## src/rtl/diffeq_pkg.sv

```systemverilog
// Shared types and sizes for the diffeq Euler-step scheduler.
// The job struct bundles everything captured when a start is accepted.
package diffeq_pkg;

  localparam int DIFFEQ_WIDTH  = 32;
  localparam int DIFFEQ_ITER_W = 16;

  typedef enum logic [2:0] {
    ST_IDLE  = 3'd0,
    ST_CHECK = 3'd1,
    ST_M_UDX = 3'd2,
    ST_M_TX  = 3'd3,
    ST_M_DXY = 3'd4,
    ST_UPD   = 3'd5
  } diffeq_state_t;

  typedef struct packed {
    logic [DIFFEQ_WIDTH-1:0]  x;
    logic [DIFFEQ_WIDTH-1:0]  y;
    logic [DIFFEQ_WIDTH-1:0]  u;
    logic [DIFFEQ_WIDTH-1:0]  a;
    logic [DIFFEQ_WIDTH-1:0]  dx;
    logic [DIFFEQ_ITER_W-1:0] limit;
  } diffeq_job_t;

endpackage

```

## src/rtl/diffeq_mul32.sv

```systemverilog
// Registered low-half multiplier shared by the scheduler; one cycle of latency.
// Kept as its own block so a pipelined or DSP-mapped version can drop in later.
module diffeq_mul32
  import diffeq_pkg::*;
#(
  parameter int WIDTH = DIFFEQ_WIDTH
) (
  input  logic             clk,
  input  logic             reset,
  input  logic [WIDTH-1:0] op_a,
  input  logic [WIDTH-1:0] op_b,
  output logic [WIDTH-1:0] prod
);

  always_ff @(posedge clk) begin
    if (!reset) begin
      prod <= '0;
    end else begin
      prod <= op_a * op_b;
    end
  end

endmodule

```

## src/rtl/diffeq_step_sched.sv

```systemverilog
// Euler-step iteration scheduler: one shared multiplier, five cycles per iteration.
//
//   state    | meaning
//   ---------+-----------------------------------------------------------
//   ST_IDLE  | waiting for start; results held
//   ST_CHECK | test x < a and the iteration limit; finish or iterate
//   ST_M_UDX | multiplier gets u*dx
//   ST_M_TX  | t <= u*dx; multiplier gets (u*dx)*x
//   ST_M_DXY | p1 <= 3*(u*dx*x); multiplier gets dx*y
//   ST_UPD   | fold products into u, y; advance x and the count
module diffeq_step_sched
  import diffeq_pkg::*;
#(
  parameter int WIDTH  = DIFFEQ_WIDTH,
  parameter int ITER_W = DIFFEQ_ITER_W
) (
  input  logic              clk,
  input  logic              reset,
  input  logic              start,
  input  logic [WIDTH-1:0]  x_in,
  input  logic [WIDTH-1:0]  y_in,
  input  logic [WIDTH-1:0]  u_in,
  input  logic [WIDTH-1:0]  a,
  input  logic [WIDTH-1:0]  dx,
  input  logic [ITER_W-1:0] iter_limit,
  output logic              busy,
  output logic              done,
  output logic              timeout,
  output logic [WIDTH-1:0]  x_out,
  output logic [WIDTH-1:0]  y_out,
  output logic [WIDTH-1:0]  u_out,
  output logic [ITER_W-1:0] iter_cnt
);

  localparam logic [ITER_W-1:0] CNT_ONE = ITER_W'(1);

  diffeq_state_t     state;
  diffeq_job_t       job;
  logic [ITER_W-1:0] cnt;
  logic [WIDTH-1:0]  t_q;
  logic [WIDTH-1:0]  p1_q;
  logic [WIDTH-1:0]  mul_a;
  logic [WIDTH-1:0]  mul_b;
  logic [WIDTH-1:0]  prod;
  logic              x_lt_a;
  logic              limit_hit;

  function automatic logic [WIDTH-1:0] times3(input logic [WIDTH-1:0] v);
    return v + (v << 1);
  endfunction

  // Operands are issued in the state that names the product; the result
  // appears on prod one state later.
  always_comb begin
    mul_a = '0;
    mul_b = '0;
    case (state)
      ST_M_UDX: begin
        mul_a = job.u;
        mul_b = job.dx;
      end
      ST_M_TX: begin
        mul_a = prod;
        mul_b = job.x;
      end
      ST_M_DXY: begin
        mul_a = job.dx;
        mul_b = job.y;
      end
      default: begin
        mul_a = '0;
        mul_b = '0;
      end
    endcase
  end

  diffeq_mul32 #(
    .WIDTH (WIDTH)
  ) u_mul (
    .clk   (clk),
    .reset (reset),
    .op_a  (mul_a),
    .op_b  (mul_b),
    .prod  (prod)
  );

  assign x_lt_a    = (job.x < job.a);
  assign limit_hit = (job.limit != '0) && (cnt == job.limit);

  always_ff @(posedge clk) begin
    if (!reset) begin
      state    <= ST_IDLE;
      job      <= '0;
      cnt      <= '0;
      t_q      <= '0;
      p1_q     <= '0;
      busy     <= 1'b0;
      done     <= 1'b0;
      timeout  <= 1'b0;
      x_out    <= '0;
      y_out    <= '0;
      u_out    <= '0;
      iter_cnt <= '0;
    end else begin
      done <= 1'b0;
      case (state)
        ST_IDLE: begin
          if (start) begin
            job.x     <= x_in;
            job.y     <= y_in;
            job.u     <= u_in;
            job.a     <= a;
            job.dx    <= dx;
            job.limit <= iter_limit;
            cnt       <= '0;
            busy      <= 1'b1;
            state     <= ST_CHECK;
          end
        end
        ST_CHECK: begin
          if (x_lt_a && !limit_hit) begin
            state <= ST_M_UDX;
          end else begin
            // Still below the bound here means the limit ended the run.
            x_out    <= job.x;
            y_out    <= job.y;
            u_out    <= job.u;
            iter_cnt <= cnt;
            timeout  <= x_lt_a;
            done     <= 1'b1;
            busy     <= 1'b0;
            state    <= ST_IDLE;
          end
        end
        ST_M_UDX: begin
          state <= ST_M_TX;
        end
        ST_M_TX: begin
          t_q   <= prod;
          state <= ST_M_DXY;
        end
        ST_M_DXY: begin
          p1_q  <= times3(prod);
          state <= ST_UPD;
        end
        ST_UPD: begin
          job.u <= job.u - p1_q - times3(prod);
          job.y <= job.y + t_q;
          job.x <= job.x + job.dx;
          cnt   <= cnt + CNT_ONE;
          state <= ST_CHECK;
        end
        default: begin
          state <= ST_IDLE;
        end
      endcase
    end
  end

endmodule

```

## config.mk

```make
export PLATFORM = sky130hd
export DESIGN_NAME = diffeq_step_sched
export DESIGN_NICKNAME = d
export VERILOG_FILES = /design/src/rtl/diffeq_pkg.sv /design/src/rtl/diffeq_mul32.sv /design/src/rtl/diffeq_step_sched.sv
export SDC_FILE = /design/constraint.sdc
export NUM_CORES = 2
export LEC_CHECK = 0
export CAP_MARGIN = 10
export CORE_AREA = 2 2 321 323
export CTS_BUF_LIST = sky130_fd_sc_hd__clkbuf_8
export CTS_CLUSTER_DIAMETER = 80
export DETAILED_ROUTE_END_ITERATION = 10
export DIE_AREA = 0 0 323 325
export GPL_TIMING_DRIVEN = 0
export SLEW_MARGIN = 20
export SYNTH_ARGS = -nofsm -noshare
export SYNTH_HDL_FRONTEND = slang
export SYNTH_SLANG_ARGS = --single-unit
```

## constraint.sdc

```tcl
create_clock -name clk -period 16.85 [get_ports clk]
set_input_delay 1.685 -clock clk [delete_from_list [all_inputs] [get_ports clk]]
set_output_delay 1.685 -clock clk [all_outputs]
set_load 0.005 [all_outputs]
```

==> flow_summary_export.csv <==
group,metric,value,unit
global_routing,grt_pass1_vias,35953,
hold_path,hold_path_end,"job[73]$_SDFFE_PN0P_",
hold_path,hold_start,"job[73]$_SDFFE_PN0P_",
yosys,synth-seq-cells,406,
cts,ctsRootBufferMaster,"clkbuf_8",
timing,final.setup.tns,0,ns
drt,first_iter_violations,4223,
finish,fill_cells,10271,
timing,clock_skew,0.0418,ns
yosys,synth_top_family_by_area,"adder cells",
power_and_ir_drop,p_leak,20.4,nW
timing,hold_viol,0,
yosys,synthAdderAreaFrac,31.4,%
yosys,postSynthCellCount,4815,
drt,vias,37567,
floorplanning,num_io_pins,294,
yosys,ys.flop_type,"dfxtp_1",
yosys,muxShareOfSynthArea,2.98,%
global_routing,track_usage,32.6,%
outcome,status,"complete, no violations",
placed_design,post-dp-hpwl,143000,um
power_and_ir_drop,seq_power_share,39.6,%
floorplanning,initial_core_util,38.9,%
yosys,synth_cell_types,83,
worst_setup_path,crit_path_end_kind,"flip-flop",
finish,drive_gt1_share,3.80,%
drt,drt-wirelength-per-cell,26.3,um
drt,routed_wl,174000,um
yosys,syn_area_per_cell,8.18,um2
cts,clk_latency,0.71,ns
finish,area_growth,15.7,%
yosys,synth_edf_count,0,
yosys,ys_seq_area_share,20.6,%
yosys,synth_xor_area_share,4.52,%
drt,post-route-drc-count,0,
cts,clockBufferDepth,3,
power_and_ir_drop,intPower,1.75,mW
global_routing,grt_max_degree,11,
worst_setup_path,r2r-start,"state[0]$_SDFFE_PN0P_",
worst_setup_path,r2r_cells,30,
finish,area.sequential,8130,um2
placed_design,port_buffers,293,
finish,multi_input_area,28100,um2
power_and_ir_drop,totalPowerFinal,2.80,mW
drt,via_per_inst,5.68,
cts,clock_sinks,406,
yosys,synth-async-reset-ratio,0,%
power_and_ir_drop,ir_worst_vdd,0.0583,mV
worst_setup_path,cpMostUsedCell,"fa_1",
cts,postCtsSetupBuffers,0,
worst_setup_path,r2r_end,"u_mul.prod[31]$_SDFF_PN0_",
floorplanning,dieHeight,325,um
floorplanning,core,101000,um2
worst_setup_path,worstPathArrival,12.48,ns
floorplanning,die_area,105000,um2
timing,max_freq,84.1,MHz
worst_setup_path,cpPeakStageDelay,0.99,ns
worst_setup_path,critPathRequiredTime,17.44,ns
hold_path,hold_depth,2,
timing,finalSetupViolCount,0,
placed_design,gp_congestion,1.05,
worst_setup_path,path_max_fanout,10,
global_routing,gr-total-overflow,0,
floorplanning,rows,117,
power_and_ir_drop,power_density,61.5,nW/um2
global_routing,grt_pass1_wl,248000,um
timing,slew_viol_final,0,
yosys,yosys.area_share.simple,17.5,%
finish,fin_nets,6092,
cts,cts_max_level,3,
yosys,synth_compound_area_share,14.8,%
timing,worst_pin_slew,1.27,ns
cts,numCtsBuffers,69,
cts,cts_tree,"yes",
worst_setup_path,rrSetupSlack,4.97,ns
yosys,synth_nets,5716,
yosys,netlist_area,39400,um2
cts,clk_pin_slew,0.07,ns
power_and_ir_drop,combPwrFrac,27.4,%
cts,cts_resized,0,
cts,postCtsHoldBufs,0,
timing,rsz0062_at_grt,"no",
timing,period_minus_slack,11.88,ns
drt,antenna_left,0,
global_routing,antenna_found_initial,16,
timing,fin_crit_sh,70.5,%
yosys,yosys_warnings,0,
power_and_ir_drop,switching_share,37.3,%
drt,drt_pass1_iterations,9,
power_and_ir_drop,p_switching,1.04,mW
power_and_ir_drop,p_clk_share,33.0,%
timing,maxSlewHeadroom,15.2,%
worst_setup_path,crit_path_start_kind,"flip-flop",
worst_setup_path,cp_slowest_cell,"o311ai_0",
worst_setup_path,worst-setup-path-type,"reg2reg",
hold_path,hp-class,"reg2reg",
floorplanning,die_w,323,um
run,drv_cap,0,
## metrics by stage
| step | utilization, % | worst slack (ns) | cells | instance area, um2 | hold slack, ns |
|---|---|---|---|---|---|
| after floorplan | - | 8.33 | 4815 | 39400 | 0.436 |
| after global placement | 43.4 | 5.44 | 6476 | 44000 | 0.443 |
| after detailed placement | 43.6 | 5.33 | 6486 | 44200 | 0.447 |
| after CTS | 44.9 | 5.26 | 6601 | 45500 | 0.455 |
| after global routing | 44.9 | 4.75 | 6606 | 45500 | 0.476 |
| final | 45.0 | 4.97 | 6612 | 45500 | 0.457 |
## cell families (layout without fill, tap and decap cells)
kind of cell / Yosys count / in the layout
adder cells (fa/ha/maj): 722 / 722
AND/OR/NAND/NOR: 1621 / 1621
flip-flops: 406 / 406
XOR/XNOR: 197 / 197
AO/OA/AOI/OAI: 914 / 914
buffers and inverters: 838 / 1258
other: 0 / 9
multiplexers: 117 / 117
## routing by layer
| layer | GRT usage, % | vias up | routed length (um) |
|---|---|---|---|
| met3 | 8.61 | 504 | 19100 |
| met2 | 47.8 | 2135 | 73100 |
| met5 | 0 | - | 58 |
| li1 | - | 16564 | - |
| met4 | 16.9 | 8 | 10800 |
| met1 | 44.0 | 18356 | 71000 |
## power by group through the flow
stage	logic, mW	registers (mW)	clock network, mW
6_report	0.766	1.11	0.923
3_5_place_dp	0.734	1.12	0
5_1_grt	0.809	1.10	0.973
3_3_place_gp	0.731	1.12	0
2_1_floorplan	0.461	1.06	0
4_1_cts	0.739	1.10	0.927
## cell usage after synthesis, types with 19 or more instances
cell type | count | share of area, %
o21a_1 | 66 | 1.3
nand4_1 | 19 | 0.30
nand2_1 | 708 | 6.8
mux2i_1 | 117 | 3.0
buf_2 | 28 | 0.36
buf_1 | 19 | 0.18
a22oi_1 | 59 | 1.1
nor2_1 | 558 | 5.3
a21o_1 | 71 | 1.4
xnor2_1 | 130 | 2.9
inv_1 | 598 | 5.7
a311oi_1 | 35 | 0.78
o21ai_0 | 119 | 1.5
nand2b_1 | 25 | 0.40
a211oi_1 | 37 | 0.71
dfxtp_1 | 406 | 21
nand3_1 | 104 | 1.3
nor3_1 | 47 | 0.60
and2_1 | 33 | 0.52
o211ai_1 | 26 | 0.50
xor2_1 | 63 | 1.4
and3_1 | 25 | 0.40
a21oi_1 | 323 | 4.1
ha_1 | 280 | 8.9
o21ai_1 | 35 | 0.45
clkbuf_1 | 183 | 1.7
a31oi_1 | 20 | 0.32
fa_1 | 442 | 22
nor2b_1 | 24 | 0.38
## flip-flops by register name, summed over array words and instances (netlist names)
name	flops
u_out	32
job	176
busy	1
y_out	32
p1_q	32
cnt	16
t_q	32
x_out	32
timeout	1
state	3
iter_cnt	16
done	1
u_mul.prod	32
## cells in the final DEF (no fill, tap or decap), types with 59 or more instances in the layout
| master | count |
|---|---|
| fa_1 | 442 |
| ha_1 | 280 |
| a22oi_1 | 59 |
| inv_1 | 614 |
| a21oi_1 | 323 |
| dfxtp_1 | 406 |
| mux2i_1 | 117 |
| nor2_1 | 558 |
| clkdlybuf4s50_1 | 293 |
| clkbuf_1 | 179 |
| o21a_1 | 66 |
| nand2_1 | 708 |
| a21o_1 | 71 |
| xnor2_1 | 130 |
| o21ai_0 | 115 |
| clkbuf_8 | 86 |
| nand3_1 | 104 |
| xor2_1 | 63 |
## cell type report
cell class / count / share of cell area [%]
multi-input cells: 3571 / 61.6
clock inverters: 29 / 0.363
clock buffers: 86 / 2.60
diodes: 9 / 0.0494
well taps: 1368 / 3.76
repair buffers: 305 / 6.67
plain buffers: 240 / 2.17
flip-flops and latches: 406 / 17.8
inverters: 598 / 4.93
## worst max-delay path, delay by kind of cell (launching register included)
kind            cells  cell delay [ns]
compound gates      5             1.74
xor+xnor            1             0.41
fa+ha+maj           9             4.44
buf+inv            10             3.85
flops               1             0.30
simple gates        5             1.00
## how the worst max path moves through the flow
| stage | from | to | slack [ns] | cells after the start |
|---|---|---|---|---|
| 2_1_floorplan | state[0]$_SDFFE_PN0P_ | u_mul.prod[31]$_SDFF_PN0_ | 8.33 | 32 |
| 3_3_place_gp | state[0]$_SDFFE_PN0P_ | u_mul.prod[31]$_SDFF_PN0_ | 5.44 | 30 |
| 3_5_place_dp | state[0]$_SDFFE_PN0P_ | u_mul.prod[31]$_SDFF_PN0_ | 5.33 | 30 |
| 4_1_cts | state[0]$_SDFFE_PN0P_ | u_mul.prod[31]$_SDFF_PN0_ | 5.26 | 30 |
| 5_1_grt | state[0]$_SDFFE_PN0P_ | u_mul.prod[31]$_SDFF_PN0_ | 4.75 | 30 |
| 6_report | state[0]$_SDFFE_PN0P_ | u_mul.prod[31]$_SDFF_PN0_ | 4.97 | 30 |
(Power assumes the default switching activity.)
